===== config.mk =====
export PLATFORM = sky130hd
export DESIGN_NAME = cam_fb_writer
export DESIGN_NICKNAME = d
export VERILOG_FILES = /design/src/rtl/cam_fb_writer.sv
export SDC_FILE = /design/constraint.sdc
export NUM_CORES = 1
export LEC_CHECK = 0
export ABC_AREA = 1
export CORE_UTILIZATION = 61
export DETAILED_ROUTE_END_ITERATION = 16
export PLACE_DENSITY = 0.85
export SLEW_MARGIN = 20
export SYNTH_ARGS = -nofsm -noshare
export SYNTH_HDL_FRONTEND = slang
export SYNTH_SLANG_ARGS = --single-unit

===== constraint.sdc =====
create_clock -name CLOCK_50 -period 2.5 [get_ports CLOCK_50]
set_input_delay 0.625 -clock CLOCK_50 [delete_from_list [all_inputs] [get_ports CLOCK_50]]
set_output_delay 0.625 -clock CLOCK_50 [all_outputs]
set_load 0.03 [all_outputs]

===== src/rtl/cam_fb_writer.sv =====
`default_nettype none
// +-----------------------------------------------------------------------------+
// | Module   : cam_fb_writer                                                    |
// | Purpose  : OV7670-style camera bus capture into an RGB565 frame-buffer RAM. |
// | Revision : 1.0  initial release                                             |
// +-----------------------------------------------------------------------------+

module cam_fb_writer #(
    parameter int H_ACTIVE = 640,
    parameter int V_ACTIVE = 480,
    parameter int ADDR_W   = 19
) (
    input  logic              CLOCK_50,
    input  logic              rst,
    input  logic              enable,
    input  logic              cam_pclk,
    input  logic              cam_vsync,
    input  logic              cam_href,
    input  logic [7:0]        cam_data,
    output logic              wrclock,
    output logic [ADDR_W-1:0] wraddress,
    output logic [15:0]       wrdata,
    output logic              wren,
    output logic              frame_done,
    output logic              frame_err,
    output logic [7:0]        frame_count
);

    localparam int TOTAL = H_ACTIVE * V_ACTIVE;
    localparam int CW    = $clog2(H_ACTIVE + 2);
    localparam int RW    = $clog2(V_ACTIVE + 2);

    // addr carries one spare bit so it can hold TOTAL even when TOTAL == 2**ADDR_W
    localparam logic [ADDR_W:0] ADDR_END = (ADDR_W + 1)'(TOTAL);
    localparam logic [CW-1:0]   COL_END  = CW'(H_ACTIVE);
    localparam logic [CW-1:0]   COL_SAT  = CW'(H_ACTIVE + 1);
    localparam logic [RW-1:0]   ROW_END  = RW'(V_ACTIVE);
    localparam logic [RW-1:0]   ROW_SAT  = RW'(V_ACTIVE + 1);

    typedef enum logic [1:0] {
        S_IDLE    = 2'd0,
        S_ARM     = 2'd1,
        S_CAPTURE = 2'd2
    } state_t;

    // Input bus layout: {pclk, vsync, href, data[7:0]}
    logic [10:0]       sync1_q, sync1_d, sync2_q, sync2_d;
    logic              pclk3_q, pclk3_d, vsync3_q, vsync3_d;
    logic              pe;
    logic              byte_v_q, byte_v_d, line_end_q, line_end_d;
    logic              href_last_q, href_last_d;
    logic [7:0]        byte_q, byte_d;
    logic              vs_rise_q, vs_rise_d, vs_fall_q, vs_fall_d;

    state_t            state_q, state_d;
    logic [ADDR_W:0]   addr_q, addr_d;
    logic [CW-1:0]     col_q, col_d;
    logic [RW-1:0]     row_q, row_d;
    logic              phase_q, phase_d;
    logic              err_q, err_d;
    logic [7:0]        hi_q, hi_d;

    logic [ADDR_W-1:0] wraddress_q, wraddress_d;
    logic [15:0]       wrdata_q, wrdata_d;
    logic              wren_q, wren_d;
    logic              frame_done_q, frame_done_d;
    logic              frame_err_q, frame_err_d;
    logic [7:0]        frame_count_q, frame_count_d;

    always_comb begin
        sync1_d     = {cam_pclk, cam_vsync, cam_href, cam_data};
        sync2_d     = sync1_q;
        pclk3_d     = sync2_q[10];
        vsync3_d    = sync2_q[9];
        pe          = sync2_q[10] & ~pclk3_q;
        byte_v_d    = pe & sync2_q[8];
        line_end_d  = pe & href_last_q & ~sync2_q[8];
        href_last_d = pe ? sync2_q[8] : href_last_q;
        byte_d      = pe ? sync2_q[7:0] : byte_q;
        vs_rise_d   = sync2_q[9] & ~vsync3_q;
        vs_fall_d   = ~sync2_q[9] & vsync3_q;
    end

    always_comb begin
        state_d       = state_q;
        addr_d        = addr_q;
        col_d         = col_q;
        row_d         = row_q;
        phase_d       = phase_q;
        err_d         = err_q;
        hi_d          = hi_q;
        wraddress_d   = wraddress_q;
        wrdata_d      = wrdata_q;
        wren_d        = 1'b0;
        frame_done_d  = 1'b0;
        frame_err_d   = 1'b0;
        frame_count_d = frame_count_q;

        unique case (state_q)
            S_IDLE: begin
                if (enable) begin
                    state_d = S_ARM;
                end
            end
            S_ARM: begin
                if (vs_fall_q) begin
                    addr_d  = '0;
                    col_d   = '0;
                    row_d   = '0;
                    phase_d = 1'b0;
                    err_d   = 1'b0;
                    state_d = S_CAPTURE;
                end
            end
            S_CAPTURE: begin
                if (vs_rise_q) begin
                    if (row_q == ROW_END && addr_q == ADDR_END && !err_q) begin
                        frame_done_d  = 1'b1;
                        frame_count_d = frame_count_q + 8'd1;
                    end else begin
                        frame_err_d = 1'b1;
                    end
                    state_d = enable ? S_ARM : S_IDLE;
                end else begin
                    if (vs_fall_q) begin
                        err_d = 1'b1;
                    end
                    if (byte_v_q) begin
                        if (!phase_q) begin
                            hi_d    = byte_q;
                            phase_d = 1'b1;
                        end else begin
                            // Pixels past the end of the buffer are flagged, never written
                            if (addr_q < ADDR_END) begin
                                wren_d      = 1'b1;
                                wraddress_d = addr_q[ADDR_W-1:0];
                                wrdata_d    = {hi_q, byte_q};
                                addr_d      = addr_q + 1'b1;
                            end else begin
                                err_d = 1'b1;
                            end
                            if (col_q != COL_SAT) begin
                                col_d = col_q + 1'b1;
                            end
                            phase_d = 1'b0;
                        end
                    end else if (line_end_q) begin
                        if (col_q != COL_END || phase_q) begin
                            err_d = 1'b1;
                        end
                        if (row_q != ROW_SAT) begin
                            row_d = row_q + 1'b1;
                        end
                        col_d   = '0;
                        phase_d = 1'b0;
                    end
                end
            end
            default: begin
                state_d = S_IDLE;
            end
        endcase
    end

    always_ff @(posedge CLOCK_50) begin
        if (rst) begin
            sync1_q       <= '0;
            sync2_q       <= '0;
            pclk3_q       <= 1'b0;
            vsync3_q      <= 1'b0;
            byte_v_q      <= 1'b0;
            line_end_q    <= 1'b0;
            href_last_q   <= 1'b0;
            byte_q        <= '0;
            vs_rise_q     <= 1'b0;
            vs_fall_q     <= 1'b0;
            state_q       <= S_IDLE;
            addr_q        <= '0;
            col_q         <= '0;
            row_q         <= '0;
            phase_q       <= 1'b0;
            err_q         <= 1'b0;
            hi_q          <= '0;
            wraddress_q   <= '0;
            wrdata_q      <= '0;
            wren_q        <= 1'b0;
            frame_done_q  <= 1'b0;
            frame_err_q   <= 1'b0;
            frame_count_q <= '0;
        end else begin
            sync1_q       <= sync1_d;
            sync2_q       <= sync2_d;
            pclk3_q       <= pclk3_d;
            vsync3_q      <= vsync3_d;
            byte_v_q      <= byte_v_d;
            line_end_q    <= line_end_d;
            href_last_q   <= href_last_d;
            byte_q        <= byte_d;
            vs_rise_q     <= vs_rise_d;
            vs_fall_q     <= vs_fall_d;
            state_q       <= state_d;
            addr_q        <= addr_d;
            col_q         <= col_d;
            row_q         <= row_d;
            phase_q       <= phase_d;
            err_q         <= err_d;
            hi_q          <= hi_d;
            wraddress_q   <= wraddress_d;
            wrdata_q      <= wrdata_d;
            wren_q        <= wren_d;
            frame_done_q  <= frame_done_d;
            frame_err_q   <= frame_err_d;
            frame_count_q <= frame_count_d;
        end
    end

    assign wrclock     = CLOCK_50;
    assign wraddress   = wraddress_q;
    assign wrdata      = wrdata_q;
    assign wren        = wren_q;
    assign frame_done  = frame_done_q;
    assign frame_err   = frame_err_q;
    assign frame_count = frame_count_q;

endmodule

`default_nettype wire


==> impl_metrics.ini <==
[critical_path]
ff2ff_path_depth = 12
start_kind = clock port
cp.required_ns = 1.88
startpoint = CLOCK_50
cp-end-kind = output pin
r2r_start = state_q[0]
path_class = clock port to output pin
r2r_slack_ns = 0.61
cp.arrival_ns = 1.83
worst_r2r_endpoint = addr_q[1]
worst-path-max-fanout = 2

[logic_synthesis]
synth_top_area_share = 0.448
synth_cell_types = 38
syn-num-nets = 850
synth_top_area_cell = dfxtp_1
synth_warnings = 0
synth.yosys.seq_area_share = 0.448
synthTopCellsByArea = dfxtp_1, nor2_1, nand2_1, inv_1, a21oi_1
ys_ff_latch = 134
ys.flop_type = dfxtp_1
postSynthCellCount = 827
synth_edf_count = 0
avgSynthCellArea_um2 = 7.24
synth_most_common_cell = nor2_1
synthTopCellsByCount = nor2_1, dfxtp_1, nand2_1
async_reset_ff_frac = 0
syn-cell-area_mm2 = 0.00599

[placed_design]
io_buffers = 60
place_hpwl_um = 9020
gp_congestion = 0.925
place_ws_ns = 0.0608

[timing]
final_max_slew_viol_count = 0
skew_ns = 0.00821
setup_ws_ns = 0.0470
setup-tns-final_ns = 0
finalHoldViolations = 0
setup_violations = 0
slew_headroom = 0.556
hold_ws_ns = 0.405
max_slew.worst_pin.slew_ns = 0.667
rsz0062_at_grt = false

[floorplan]
fp.dieW_um = 101
die_h_um = 101
die_area_mm2 = 0.0102
num_io_pins = 61
start_util = 0.639
num_rows = 35
fp.coreArea_mm2 = 0.00937

[layout]
fin_util = 0.775
nets = 907
diodes = 0
area_delta_synth_final_pct = 21.4
final_layout_size_suffix_gt1_frac = 0.100

[route]
first_pass_iters = 5
via_count = 5436
ant_nets = 0
drc = 0
wire_per_inst_um = 13.6
first_iter_violations = 316
via_per_inst = 5.30
finalWirelength_um = 13900

[power]
power_uw = 5090
powerDensity_mw_per_mm2 = 700
p_leak_uw = 0.00284
ir_drop_mv = 0.584

[clock_network]
hold_buffers = 0
postCtsSetupRepairBufs = 0
cts_tree = done
clk_pin_slew_worst_paths_ns = 0.06
clk_latency_ns = 0.63
cts_resized = 1

[hold_path]
hp-start = sync1_q[9]
hold-path-endpoint = sync2_q[9]
min_delay_path_depth = 2
hold_path.class = register to register

[grt]
grt_pass1_wl_um = 23000
grt_max_degree = 72
grt_usage = 0.289
antenna_found_initial = 0
grt_overflow_total = 0
grt_pass1_vias = 5111

[run]
cap_violations = 0

[outcome]
status = completed
registers in the layout (all words and copies together) (netlist names), 2 cells and up:
| signal | flops |
|---|---|
| byte_q | 8 |
| hi_q | 8 |
| col_q | 10 |
| addr_q | 20 |
| row_q | 9 |
| sync1_q | 11 |
| state_q | 2 |
| frame_count | 8 |
| sync2_q | 11 |
| wrdata | 16 |
| wraddress | 19 |
power breakdown:
part / internal [µW] / switching [µW]
Combinational: 56.0 / 104
Sequential: 2170 / 18.2
Clock: 1660 / 1080
Total: 3880 / 1200
layout by cell type (no fill, tap or decap), types with 11 or more instances in the layout:
cell type	synthesis	layout
a21oi_1	64	64
clkbuf_16	0	16
clkdlybuf4s50_1	0	58
dfxtp_1	134	134
inv_1	123	123
nand2_1	129	129
nand2_2	12	12
nand3_1	32	32
nand4_1	14	14
nor2_1	140	140
nor3_1	14	14
o21ai_0	31	31
o21ai_1	37	37
xor2_1	11	11
per-layer routing:
layer	wire, µm	vias to the layer above	GRT usage
met3	869	33	0.0693
met1	5840	2478	0.342
met5	0	-	0
met2	6950	218	0.500
met4	270	0	0.124
li1	-	2707	-
cell type report:
class / instances / area (µm²)
clock inverter: 14 / 190
sequential: 134 / 2680
multi-input combinational: 531 / 2630
clock buffer: 21 / 464
timing repair buffer: 63 / 628
inverter: 133 / 504
fill: 670 / 2110
tap: 129 / 161
stage by stage:
step                std cells  instance area (µm²)
CTS                      1025                 7260
finish                   1025                 7260
detailed placement        991                 6620
global placement          991                 6620
floorplan                 827                 5990
global route             1025                 7260
how the worst max path moves through the flow:
stage / to / cells after the start
after floorplan: wrclock / 1
after global placement: wrclock / 1
after detailed placement: wrclock / 1
after CTS: wrclock / 3
after global routing: wrclock / 3
final: wrclock / 3
critical path, stage by stage:
cell and delay, ns:
clkbuf_8 0.11, clkbuf_8 0.12, dlygate4sd2_1 0.35
cells by family (layout without fill, tap and decap cells):
logic type,Yosys count,in the layout,share of synthesized area
compound gates,147,147,0.132
buf+inv,162,231,0.112
xor+xnor,11,11,0.0161
flops,134,134,0.448
simple gates,364,364,0.273
fa+ha+maj,9,9,0.0188
(Power assumes the default switching activity.)
